## config.mk

```make
export PLATFORM = sky130hd
export DESIGN_NAME = game_ctrl_flat
export DESIGN_NICKNAME = d
export VERILOG_FILES = /design/src/rtl/tetris_pkg.sv /design/src/rtl/game_ctrl_if.sv /design/src/rtl/btn_sync.sv /design/src/rtl/game_ctrl.sv /design/src/flat_wrapper.sv
export SDC_FILE = /design/constraint.sdc
export NUM_CORES = 1
export LEC_CHECK = 0
export ABC_CLOCK_PERIOD_IN_PS = 1920
export BUFFER_PORTS_ARGS = -buffer_cell sky130_fd_sc_hd__buf_2
export CORE_UTILIZATION = 45
export CTS_BUF_LIST = sky130_fd_sc_hd__clkbuf_4
export CTS_CLUSTER_SIZE = 14
export DETAILED_ROUTE_END_ITERATION = 8
export PLACE_DENSITY = 0.79
export SLEW_MARGIN = 20
export SYNTH_ARGS = -nofsm -noshare
export SYNTH_HDL_FRONTEND = slang
export SYNTH_SLANG_ARGS = --single-unit
```

## constraint.sdc

```tcl
create_clock -name clka -period 1.92 [get_ports clka]
set_input_delay 0.288 -clock clka [delete_from_list [all_inputs] [get_ports clka]]
set_output_delay 0.288 -clock clka [all_outputs]
set_load 0.05 [all_outputs]
```

## src/rtl/tetris_pkg.sv

```systemverilog
// rtl/tetris_pkg.sv - shared game state and move encodings for controller and datapath
package tetris_pkg;

    typedef enum logic [2:0] {
        ST_GEN      = 3'd0,
        ST_MOVE     = 3'd1,
        ST_LAND     = 3'd2,
        ST_CLEAR    = 3'd3,
        ST_NEWBOARD = 3'd4,
        ST_GAMEOVER = 3'd5
    } game_state_t;

    typedef enum logic [1:0] {
        MV_NONE   = 2'd0,
        MV_LEFT   = 2'd1,
        MV_RIGHT  = 2'd2,
        MV_ROTATE = 2'd3
    } move_t;

    // Simultaneous button edges resolve rotate > left > right.
    function automatic move_t move_from_edges(input logic rot, input logic left, input logic right);
        if (rot)
            return MV_ROTATE;
        else if (left)
            return MV_LEFT;
        else if (right)
            return MV_RIGHT;
        else
            return MV_NONE;
    endfunction

endpackage

```

## src/rtl/game_ctrl_if.sv

```systemverilog
// rtl/game_ctrl_if.sv - controller <-> datapath exchange bundle
interface game_ctrl_if;
    logic        touched;
    logic        error_in;
    logic [31:0] board_in;
    logic [4:0]  location_in;
    logic [1:0]  rotation_in;
    logic [1:0]  move;
    logic [31:0] board_out;
    logic [4:0]  location_out;
    logic [1:0]  rotation_out;

    modport master (
        input  touched, error_in, board_in, location_in, rotation_in,
        output move, board_out, location_out, rotation_out
    );

    modport slave (
        output touched, error_in, board_in, location_in, rotation_in,
        input  move, board_out, location_out, rotation_out
    );
endinterface

```

## src/rtl/btn_sync.sv

```systemverilog
// rtl/btn_sync.sv - button edge detection and single pending-move arbitration
module btn_sync
    import tetris_pkg::*;
(
    input  logic  clka,
    input  logic  restart,
    input  logic  btn_left,
    input  logic  btn_right,
    input  logic  btn_rotate,
    input  logic  enable,
    input  logic  issue,
    input  logic  flush,
    output move_t pending,
    output logic  rotate_rise
);

    logic [2:0] prev_q;
    logic       rise_left;
    logic       rise_right;
    move_t      code;

    assign rise_left   = btn_left   & ~prev_q[0];
    assign rise_right  = btn_right  & ~prev_q[1];
    assign rotate_rise = btn_rotate & ~prev_q[2];
    assign code        = move_from_edges(rotate_rise, rise_left, rise_right);

    // Button history and pending move; edges only count while the piece is moving.
    always_ff @(posedge clka) begin
        if (!restart) begin
            prev_q  <= 3'b000;
            pending <= MV_NONE;
        end else begin
            prev_q <= {btn_rotate, btn_right, btn_left};
            if (flush)
                pending <= MV_NONE;
            else if (issue)
                pending <= (code != MV_NONE && code != pending) ? code : MV_NONE;
            else if (enable && code != MV_NONE)
                pending <= code;
        end
    end

endmodule

```

## src/rtl/game_ctrl.sv

```systemverilog
// rtl/game_ctrl.sv - game state machine, move ticking and board/piece registers
module game_ctrl
    import tetris_pkg::*;
#(
    parameter int TICK_DIV = 4
) (
    input  logic        clka,
    input  logic        restart,
    input  logic        btn_left,
    input  logic        btn_right,
    input  logic        btn_rotate,
    game_ctrl_if.master dp,
    output logic [2:0]  state,
    output logic [2:0]  old_state,
    output logic        game_over,
    output logic [7:0]  piece_count
);

    game_state_t cur_q;
    game_state_t old_q;
    logic [7:0]  tick_q;
    logic        tick_hit;
    logic        in_move;
    logic        issue;
    logic        leave_move;
    logic        rotate_rise;
    move_t       pending;

    assign in_move    = (cur_q == ST_MOVE);
    assign tick_hit   = (tick_q == 8'(TICK_DIV - 1));
    assign issue      = in_move && tick_hit;
    assign leave_move = in_move && dp.touched;

    assign dp.move   = issue ? pending : MV_NONE;
    assign state     = cur_q;
    assign old_state = old_q;

    btn_sync u_btn_sync (
        .clka        (clka),
        .restart     (restart),
        .btn_left    (btn_left),
        .btn_right   (btn_right),
        .btn_rotate  (btn_rotate),
        .enable      (in_move),
        .issue       (issue),
        .flush       (leave_move),
        .pending     (pending),
        .rotate_rise (rotate_rise)
    );

    // Game FSM with its registered outputs; the tick counter idles at 0 outside MOVE.
    always_ff @(posedge clka) begin
        if (!restart) begin
            cur_q           <= ST_NEWBOARD;
            old_q           <= ST_NEWBOARD;
            tick_q          <= 8'd0;
            game_over       <= 1'b0;
            piece_count     <= 8'd0;
            dp.board_out    <= 32'd0;
            dp.location_out <= 5'd0;
            dp.rotation_out <= 2'd0;
        end else begin
            old_q     <= cur_q;
            tick_q    <= 8'd0;
            game_over <= 1'b0;
            case (cur_q)
                ST_GEN: begin
                    cur_q <= ST_MOVE;
                    if (piece_count != 8'hFF)
                        piece_count <= piece_count + 8'd1;
                end
                ST_MOVE: begin
                    dp.board_out    <= dp.board_in;
                    dp.location_out <= dp.location_in;
                    dp.rotation_out <= dp.rotation_in;
                    tick_q          <= tick_hit ? 8'd0 : tick_q + 8'd1;
                    if (dp.touched)
                        cur_q <= ST_LAND;
                end
                ST_LAND: begin
                    cur_q <= ST_CLEAR;
                end
                ST_CLEAR: begin
                    dp.board_out <= dp.board_in;
                    if (dp.error_in) begin
                        cur_q     <= ST_GAMEOVER;
                        game_over <= 1'b1;
                    end else begin
                        cur_q <= ST_NEWBOARD;
                    end
                end
                ST_NEWBOARD: begin
                    dp.location_out <= 5'd0;
                    dp.rotation_out <= 2'd0;
                    cur_q           <= ST_GEN;
                end
                ST_GAMEOVER: begin
                    if (rotate_rise) begin
                        cur_q        <= ST_NEWBOARD;
                        dp.board_out <= 32'd0;
                    end else begin
                        game_over <= 1'b1;
                    end
                end
                default: begin
                    cur_q <= ST_GEN;
                end
            endcase
        end
    end

endmodule

```

## src/flat_wrapper.sv

```systemverilog
// flat-port wrapper written by rule: the top's interface ports become plain ports
module game_ctrl_flat import tetris_pkg::*;
#(
    parameter int TICK_DIV = 4
)
  (clka, restart, btn_left, btn_right, btn_rotate, state, old_state, game_over, piece_count, dp_touched, dp_error_in, dp_board_in, dp_location_in, dp_rotation_in, dp_move, dp_board_out, dp_location_out, dp_rotation_out);
  game_ctrl_if dp_i ();
  input  logic clka;
  input  logic restart;
  input  logic btn_left;
  input  logic btn_right;
  input  logic btn_rotate;
  output logic [2:0] state;
  output logic [2:0] old_state;
  output logic game_over;
  output logic [7:0] piece_count;
  input wire logic [$bits(dp_i.touched)-1:0] dp_touched;
  input wire logic [$bits(dp_i.error_in)-1:0] dp_error_in;
  input wire logic [$bits(dp_i.board_in)-1:0] dp_board_in;
  input wire logic [$bits(dp_i.location_in)-1:0] dp_location_in;
  input wire logic [$bits(dp_i.rotation_in)-1:0] dp_rotation_in;
  output wire logic [$bits(dp_i.move)-1:0] dp_move;
  output wire logic [$bits(dp_i.board_out)-1:0] dp_board_out;
  output wire logic [$bits(dp_i.location_out)-1:0] dp_location_out;
  output wire logic [$bits(dp_i.rotation_out)-1:0] dp_rotation_out;
  assign dp_i.touched = dp_touched;
  assign dp_i.error_in = dp_error_in;
  assign dp_i.board_in = dp_board_in;
  assign dp_i.location_in = dp_location_in;
  assign dp_i.rotation_in = dp_rotation_in;
  assign dp_move = dp_i.move;
  assign dp_board_out = dp_i.board_out;
  assign dp_location_out = dp_i.location_out;
  assign dp_rotation_out = dp_i.rotation_out;
  game_ctrl #(.TICK_DIV(TICK_DIV)) u_core (.clka(clka), .restart(restart), .btn_left(btn_left), .btn_right(btn_right), .btn_rotate(btn_rotate), .dp(dp_i), .state(state), .old_state(old_state), .game_over(game_over), .piece_count(piece_count));
endmodule
```

==> results.json, run 1 <==
{
  "ys_ff_latch": 67,
  "peakVddDrop_mv": 0.488,
  "grt_pass1_wl_mm": 9.54,
  "critPathLaunchType": "flop",
  "end_kind": "output pin",
  "htreeDepth": 3,
  "cts_buffer_depth": 2,
  "area_delta_synth_final_pct": 31.4,
  "fin_crit_ns": 1.93,
  "arrival_ns": 1.64,
  "dieArea_mm2": 0.00592,
  "nets": 412,
  "final-seq-area_mm2": 0.00135,
  "r2r_slack_ns": 0.26,
  "row_count": 26,
  "p_total_mw": 2.85,
  "hold_viol": 0,
  "yosysSeqAreaShare": 0.531,
  "r2r_start": "u_core.tick_q[0]",
  "fillerInstances": 464,
  "port_buffers": 101,
  "gp_congestion": 0.859,
  "hp-class": "in -> reg",
  "cts_tree": "done",
  "dp_hpwl_mm": 4.13,
  "rsz0062_at_grt": "yes",
  "p_per_area_mw_per_mm2": 860,
  "first_iter_violations": 96,
  "clock-skew-final_ns": 0.0196,
  "placed_area_mm2": 0.00311,
  "insertion_delay_ns": 0.43,
  "core_mm2": 0.00527,
  "tns_ns": -0.0195,
  "r2r_cells": 5,
  "numCtsBuffers": 9,
  "setup_viol": 2,
  "clock.fmax_mhz": 518,
  "grt_pass1_vias": 2091,
  "initial_core_util": 0.479,
  "syn_inst": 257,
  "antenna_found_initial": 0,
  "dieWidth_um": 76.9,
  "grt_usage": 0.205,
  "yosys_warnings": 0,
  "cap_violations": 0,
  "syn_area_mm2": 0.00253,
  "drive_gt1_frac": 0.382,
  "leakagePower_nw": 1.57,
  "worstPathRequired_ns": 1.63,
  "syn_nets": 305,
  "fp.dieH_um": 76.9,
  "clk_pin_slew_ns": 0.12,
  "ant_nets": 0,
  "final.setup.worst_slack_ns": -0.0116,
  "violations": "negative setup slack",
  "syn_area_per_cell_um2": 9.83,
  "final_area_mm2": 0.00332,
  "avgRoutedWirePerCell_um": 13.4,
  "outcome": "finished with violations",
  "antennaDiodeCount": 0,
  "multi_input_area_mm2": 0.00114,
  "routed_via_density": 5.14,
  "vias": 2255,
  "route.detailed.drc": 0,
  "slew_violations": 0,
  "endpoint": "dp_move[0]",
  "pin_count": 102,
  "clkSinkCount": 67,
  "synth_cell_types": 38,
  "startpoint": "u_core.tick_q[5]",
  "slew_headroom": 0.695,
  "grt_overflow": 0,
  "period_share": 1.01,
  "r2r-end": "u_core.u_btn_sync.pending[1]",
  "wl_mm": 5.87,
  "crit_type": "reg -> out",
  "drt-pass1-iter-count": 5,
  "crit_fanout": 5,
  "tightest_slew_ns": 0.457,
  "grt_max_degree": 33,
  "postCtsHoldBufs": 0,
  "cts_root_buf": "clkbuf_4"
}
[cell families after synthesis]
kind of cell	synth area share
AO/OA/AOI/OAI	0.179
XOR/XNOR	0.0451
adder cells (fa/ha/maj)	0.00990
buffers and inverters	0.0322
flip-flops	0.531
multiplexers	0.00793
AND/OR/NAND/NOR	0.195
[registers in the layout (all words and copies together) (netlist names)]
signal	flops
u_core.old_state	3
u_core.game_over	1
u_core.state	3
u_core.dp.location_out	5
u_core.tick_q	8
u_core.piece_count	8
u_core.dp.rotation_out	2
u_core.u_btn_sync.prev_q	3
u_core.u_btn_sync.pending	2
u_core.dp.board_out	32
[critical path, cell delays in order, from the launching register on]
cell and delay, ns:
dfxtp_4 0.36, nor4_4 0.28, and3_4 0.25, and3_4 0.20
buf_8 0.14
[worst min-delay path by stage]
stage	start	to	depth (start not counted)
3_5_place_dp	u_core.tick_q[0]	u_core.tick_q[0]	1
6_report	dp_board_in[3]	u_core.dp.board_out[3]	2
2_1_floorplan	restart	u_core.state[2]	1
3_3_place_gp	u_core.tick_q[0]	u_core.tick_q[0]	1
4_1_cts	dp_board_in[4]	u_core.dp.board_out[4]	2
5_1_grt	dp_board_in[7]	u_core.dp.board_out[7]	2
[synth_stat cells, drive strengths merged]
library cell	number	share of area
xor2	9	0.031
dfxtp	67	0.53
or2	2	0.0050
a22o	32	0.11
nor2b	14	0.036
and4	2	0.0069
nand4b	1	0.0035
mux2i	2	0.0079
o21ai	2	0.0040
a31oi	1	0.0025
and2b	1	0.0040
nor3	1	0.0020
xnor2	4	0.014
a21o	1	0.0030
and2	5	0.012
o31a	1	0.0035
nor2	39	0.058
nand2b	4	0.0099
clkbuf	4	0.0059
nor4	1	0.0025
clkinv	1	0.0015
buf	10	0.022
and3	9	0.024
nand4	1	0.0025
nand2	9	0.013
or4b	1	0.0054
nand3	5	0.0099
a21oi	20	0.041
a211o	2	0.0069
ha	2	0.0099
inv	2	0.0030
o2bb2ai	2	0.0069
[per-stage QoR]
| stage | worst slack, ns | hold slack, ns | util | cells |
|---|---|---|---|---|
| 2_1_floorplan | 0.0640 | 0.350 | - | 257 |
| 3_3_place_gp | 0.318 | 0.441 | 0.590 | 421 |
| 3_5_place_dp | 0.277 | 0.448 | 0.590 | 421 |
| 4_1_cts | -0.0353 | 0.0444 | 0.623 | 437 |
| 5_1_grt | -0.0716 | 0.0484 | 0.630 | 439 |
| 6_report | -0.0116 | 0.0692 | 0.630 | 439 |
[metal layers]
layer | routed length (µm) | vias to the layer above | global-route usage
met5 | 0 | - | 0
met2 | 2640 | 82 | 0.318
met3 | 411 | 14 | 0.0750
met1 | 2710 | 1041 | 0.252
met4 | 103 | 0 | 0.0942
li1 | - | 1118 | -
[cell type report]
class                   instances  share of cell area
flip-flops and latches         67               0.407
well taps                      70              0.0264
clock inverters                 7              0.0207
multi-input cells             173               0.343
clock buffers                   9              0.0204
inverters                       3             0.00339
repair buffers                110               0.180
[power breakdown]
part	internal [mW]	switching, mW	leakage [nW]
registers	1.44	0.0340	0.546
logic	0.152	0.319	0.957
clock network	0.391	0.515	0.0717
[placed cells by master (no fill, tap or decap), drive strengths merged]
| master | synthesis | routed |
|---|---|---|
| a211o | 2 | 2 |
| a21o | 1 | 1 |
| a21oi | 20 | 20 |
| a22o | 32 | 32 |
| a31oi | 1 | 1 |
| and2 | 5 | 5 |
| and2b | 1 | 1 |
| and3 | 9 | 9 |
| and4 | 2 | 2 |
| buf | 10 | 110 |
| bufinv | 0 | 1 |
| clkbuf | 4 | 9 |
| clkinv | 1 | 5 |
| clkinvlp | 0 | 2 |
| dfxtp | 67 | 67 |
| ha | 2 | 2 |
| inv | 2 | 2 |
| mux2i | 2 | 2 |
| nand2 | 9 | 9 |
| nand2b | 4 | 4 |
| nand3 | 5 | 5 |
| nand4 | 1 | 1 |
| nand4b | 1 | 1 |
| nor2 | 39 | 39 |
| nor2b | 14 | 14 |
| nor3 | 1 | 1 |
| nor4 | 1 | 1 |
| o21ai | 2 | 2 |
| o2bb2ai | 2 | 2 |
| o31a | 1 | 1 |
| or2 | 2 | 2 |
| or4b | 1 | 1 |
| xnor2 | 4 | 4 |
| xor2 | 9 | 9 |
[what timing repair did]
item / in CTS / in global routing
resized for setup: 10 / 6
pin swaps: 2 / 2
setup buffers: 0 / 2
setup endpoints to repair: 2 / 2
Power figures use the tool's default switching activity.
==> run 2: changes to the inputs <==
--- a/config.mk
+++ b/config.mk
@@ -5,7 +5,7 @@
 export SDC_FILE = /design/constraint.sdc
 export NUM_CORES = 1
 export LEC_CHECK = 0
-export ABC_CLOCK_PERIOD_IN_PS = 1920
+export ABC_CLOCK_PERIOD_IN_PS = 2400
 export BUFFER_PORTS_ARGS = -buffer_cell sky130_fd_sc_hd__buf_2
 export CORE_UTILIZATION = 45
 export CTS_BUF_LIST = sky130_fd_sc_hd__clkbuf_4
==> constraint.sdc (replaced) <==
create_clock -name clka -period 2.4 [get_ports clka]
set_input_delay 0.36 -clock clka [delete_from_list [all_inputs] [get_ports clka]]
set_output_delay 0.36 -clock clka [all_outputs]
set_load 0.05 [all_outputs]
==> run 2 against run 1 <==
The run now ends clean; via count down 1.1%; flip-flop and latch count stayed put; critical path depth stayed put; largest power group unchanged; largest cell class unchanged; non-clock buffer count down 4; combinational power shrank 22%; clock-buffer cell count did not move; worst hold slack gained 0.098 ns; cell count fell by 0.91%.
==> results.json, run 2 (synthesized netlist as in run 1, its figures left out) <==
{
  "outcome": "finished clean",
  "port_buffers": 101,
  "clk_pin_slew_ns": 0.12,
  "htreeDepth": 3,
  "end_kind": "output pin",
  "core_mm2": 0.00527,
  "antenna_found_initial": 0,
  "crit_type": "reg -> out",
  "hp-start": "dp_board_in[3]",
  "hp-class": "in -> reg",
  "ant_nets": 0,
  "drt-pass1-iter-count": 4,
  "dieWidth_um": 76.9,
  "drive_gt1_frac": 0.356,
  "tns_ns": 0,
  "vias": 2231,
  "grt_pass1_wl_mm": 9.24,
  "first_iter_violations": 104,
  "initial_core_util": 0.479,
  "peakVddDrop_mv": 0.329,
  "p_per_area_mw_per_mm2": 703,
  "cts_tree": "done",
  "p_total_mw": 2.27,
  "route.detailed.drc": 0,
  "min_to": "u_core.dp.board_out[3]",
  "tightest_slew_ns": 0.523,
  "dp_hpwl_mm": 4.08,
  "grt_overflow": 0,
  "insertion_delay_ns": 0.40,
  "period_share": 0.916,
  "mostFrequentLayoutCell": "buf_2",
  "clock.fmax_mhz": 455,
  "largest_reg_flops": 32,
  "r2r_start": "u_core.state[0]",
  "area_delta_synth_final_pct": 28.0,
  "grt_usage": 0.198,
  "clock-skew-final_ns": 0.0126,
  "fin_crit_ns": 2.20,
  "dieArea_mm2": 0.00592,
  "r2r_slack_ns": 0.64,
  "routed_via_density": 5.13,
  "fp.dieH_um": 76.9,
  "clkSinkCount": 67,
  "startpoint": "u_core.state[0]",
  "slew_headroom": 0.650,
  "slew_violations": 0,
  "postCtsHoldBufs": 0,
  "row_count": 26,
  "wl_mm": 5.67,
  "hold_viol": 0,
  "pin_count": 102,
  "cts_root_buf": "clkbuf_4",
  "gp_congestion": 0.742,
  "whs_path_depth": 2,
  "setup_viol": 0,
  "r2r-end": "u_core.dp.board_out[22]",
  "top_regs": "u_core.dp.board_out (32), u_core.piece_count (8), u_core.tick_q (8)",
  "post_cts_buffers": 0,
  "leakagePower_nw": 1.55,
  "antennaDiodeCount": 0,
  "nets": 408,
  "numCtsBuffers": 9,
  "critPathLaunchType": "flop",
  "r2r_cells": 4,
  "cap_violations": 0,
  "worstPathRequired_ns": 2.04,
  "grt_pass1_vias": 2040,
  "layout_common_cells": "buf_2 (101), dfxtp_1 (67), nor2_1 (39)",
  "rsz0062_at_grt": "no",
  "crit_fanout": 10,
  "fillerInstances": 462,
  "avgRoutedWirePerCell_um": 13.0,
  "arrival_ns": 1.84,
  "grt_max_degree": 33,
  "cts_buffer_depth": 2,
  "regMostFlops": "u_core.dp.board_out"
}
[run 2: cell count changes in the layout (fill, tap and decap cells not counted), sizes merged]
cell	delta
buf	-4
[run 2: cell type report]
class | instances | area (µm²) | share of cell area
sequential | 67 | 1340 | 0.415
multi-input combinational | 173 | 1110 | 0.345
timing repair buffer | 106 | 543 | 0.168
tap | 70 | 87.6 | 0.0271
clock inverter | 7 | 68.8 | 0.0213
clock buffer | 9 | 67.6 | 0.0209
inverter | 3 | 11.3 | 0.00348
[run 2: how the worst max path moves through the flow]
stage	to	slack [ns]
after detailed placement	dp_move[1]	0.54
final	dp_move[0]	0.20
after global placement	dp_move[1]	0.57
after CTS	dp_move[1]	0.07
after floorplan	dp_move[0]	0.35
after global routing	dp_move[0]	0.09
[run 2: stage by stage]
step | worst slack [ns] | hold slack, ns | instances | utilization | instance area (µm²)
2_1_floorplan | 0.349 | 0.422 | 257 | - | 2530
3_3_place_gp | 0.573 | 0.443 | 419 | 0.587 | 3090
3_5_place_dp | 0.542 | 0.453 | 419 | 0.587 | 3090
4_1_cts | 0.0711 | 0.142 | 435 | 0.613 | 3230
5_1_grt | 0.0890 | 0.136 | 435 | 0.614 | 3230
6_report | 0.202 | 0.167 | 435 | 0.614 | 3230
[run 2: repair_timing]
item                                    in CTS  in global routing
hold endpoints to repair                     0                  0
endpoints found under the setup margin       0                  2
resized for setup                            0                  1
[run 2: report_power, final]
| part | internal [mW] | switching (mW) |
|---|---|---|
| Clock | 0.313 | 0.406 |
| Combinational | 0.119 | 0.250 |
| Sequential | 1.16 | 0.0312 |
| Total | 1.59 | 0.687 |
[run 2: critical path: stages, from the launching register on]
cell,delay [ns]
dfxtp_1,0.51
nor2b_4,0.32
and2b_4,0.21
and3_1,0.15
buf_2,0.25
[run 2: routing by layer]
metal | global-route usage | wire length (µm)
met1 | 0.240 | 2660
met2 | 0.318 | 2560
met3 | 0.0571 | 373
met4 | 0.100 | 72
met5 | 0 | 0
==> run 3: changes to the inputs <==
--- a/config.mk
+++ b/config.mk
@@ -8,7 +8,6 @@
 export ABC_CLOCK_PERIOD_IN_PS = 2400
 export BUFFER_PORTS_ARGS = -buffer_cell sky130_fd_sc_hd__buf_2
 export CORE_UTILIZATION = 45
-export CTS_BUF_LIST = sky130_fd_sc_hd__clkbuf_4
 export CTS_CLUSTER_SIZE = 14
 export DETAILED_ROUTE_END_ITERATION = 8
 export PLACE_DENSITY = 0.79
==> run 3 against run 2 <==
Sequential share of layout area decreased by 0.65 points; fmax decreased by 2.2%; clock-buffer cell count did not move; worst hold slack improved by 0.074 ns; setup slack worse by 0.048 ns; cell count did not move; critical path depth is the same; sequential power is essentially flat; power increased by 7.7%; largest cell class unchanged; largest power group unchanged.
==> results.json, run 3 (synthesized netlist as in run 1, its figures left out) <==
{
  "largest_reg_flops": 32,
  "post_cts_buffers": 0,
  "dieArea_mm2": 0.00592,
  "end_kind": "output pin",
  "crit_chain": "nor2b_2 -> and2b_4 -> and3_1 -> buf_2",
  "grt_pass1_wl_mm": 9.25,
  "gp_congestion": 0.742,
  "finalNonFillerCells": 435,
  "crit_type": "reg -> out",
  "nets": 408,
  "antennaDiodeCount": 0,
  "p_per_area_mw_per_mm2": 745,
  "pin_count": 102,
  "numCtsBuffers": 9,
  "vias": 2229,
  "arrival_ns": 1.89,
  "top_regs": "u_core.dp.board_out (32), u_core.piece_count (8), u_core.tick_q (8)",
  "drt-pass1-iter-count": 4,
  "htreeDepth": 3,
  "slew_violations": 0,
  "startpoint": "u_core.state[0]",
  "initial_core_util": 0.479,
  "hp-class": "in -> reg",
  "fin_crit_ns": 2.25,
  "postCtsHoldBufs": 0,
  "r2r_start": "u_core.state[0]",
  "core_mm2": 0.00527,
  "area_delta_synth_final_pct": 30.1,
  "row_count": 26,
  "cts_root_buf": "clkbuf_8",
  "avgRoutedWirePerCell_um": 12.9,
  "clkSinkCount": 67,
  "rsz0062_at_grt": "no",
  "regMostFlops": "u_core.dp.board_out",
  "critPathLaunchType": "flop",
  "crit_slowest_cell": "dfxtp_1",
  "worstPathRequired_ns": 2.04,
  "dieWidth_um": 76.9,
  "clock.fmax_mhz": 445,
  "place_inst": 419,
  "wl_mm": 5.63,
  "hold_viol": 0,
  "peakVddDrop_mv": 0.358,
  "layout_common_cells": "buf_2 (101), dfxtp_1 (67), nor2_1 (39)",
  "first_iter_violations": 124,
  "port_buffers": 101,
  "route.detailed.drc": 0,
  "p_total_mw": 2.45,
  "cts_buffer_depth": 2,
  "period_share": 0.936,
  "cts_tree": "done",
  "grt_usage": 0.197,
  "grt_max_degree": 33,
  "routed_via_density": 5.12,
  "whs_path_depth": 2,
  "clk_pin_slew_ns": 0.08,
  "dp_hpwl_mm": 4.08,
  "max_stage_delay_ns": 0.48,
  "outcome": "finished clean",
  "antenna_found_initial": 0,
  "tightest_slew_ns": 0.511,
  "ant_nets": 0,
  "r2r-end": "u_core.tick_q[6]",
  "cts_resized": 0,
  "setup_viol": 0,
  "cap_violations": 0,
  "fp.dieH_um": 76.9,
  "fin_hold_ws_ns": 0.241,
  "grt_pass1_vias": 2051,
  "tns_ns": 0,
  "insertion_delay_ns": 0.33,
  "r2r_slack_ns": 0.64,
  "leakagePower_nw": 1.57,
  "slew_headroom": 0.658,
  "drive_gt1_frac": 0.356,
  "crit_fanout": 10,
  "mostFrequentLayoutCell": "buf_2",
  "r2r_cells": 5,
  "hp-start": "dp_board_in[3]",
  "clock-skew-final_ns": 0.00748,
  "grt_overflow": 0,
  "min_to": "u_core.dp.board_out[3]"
}
run 3: cell types whose count changed in the layout (fill, tap and decap cells not counted):
cell / before / now
nor2b_2: 1 / 2
clkbuf_8: 0 / 9
nor2b_4: 1 / 0
clkbuf_4: 9 / 0
run 3: critical path: cells and delay by family (launching register included):
kind	cells	cell delay (ns)
buf+inv	1	0.25
flops	1	0.48
simple gates	3	0.81
run 3: final cells by class:
cell class / instances / area [µm²]
Inverter: 3 / 11.3
Clock buffer: 9 / 124
Sequential cell: 67 / 1340
Multi-Input combinational cell: 173 / 1110
Clock inverter: 7 / 68.8
Fill cell: 461 / 1980
Tap cell: 70 / 87.6
Timing Repair Buffer: 106 / 543
run 3: layer usage:
metal / vias to the layer above / share of wire / GRT usage
met4: 0 / 0.019 / 0.0808
met2: 90 / 0.45 / 0.321
met1: 1030 / 0.46 / 0.239
met3: 10 / 0.068 / 0.0631
met5: - / 0 / 0
li1: 1099 / - / -
run 3: how the worst max path moves through the flow:
stage | to | slack, ns | depth (start not counted)
after global routing | dp_move[0] | 0.04 | 4
after CTS | dp_move[1] | 0.16 | 4
after detailed placement | dp_move[1] | 0.54 | 4
final | dp_move[0] | 0.15 | 4
after floorplan | dp_move[0] | 0.35 | 4
after global placement | dp_move[1] | 0.57 | 4
run 3: stage by stage:
stage               instance area [µm²]   util  worst slack (ns)
floorplan                          2530      -             0.349
global placement                   3090  0.587             0.573
detailed placement                 3090  0.587             0.542
CTS                                3290  0.623             0.161
global route                       3290  0.623            0.0422
finish                             3290  0.623             0.153
run 3: where the power goes:
part / internal, mW / total, mW / switching [mW] / leakage [nW]
sequential: 1.16 / 1.19 / 0.0307 / 0.544
combinational: 0.117 / 0.367 / 0.249 / 0.930
clock: 0.475 / 0.895 / 0.420 / 0.0950
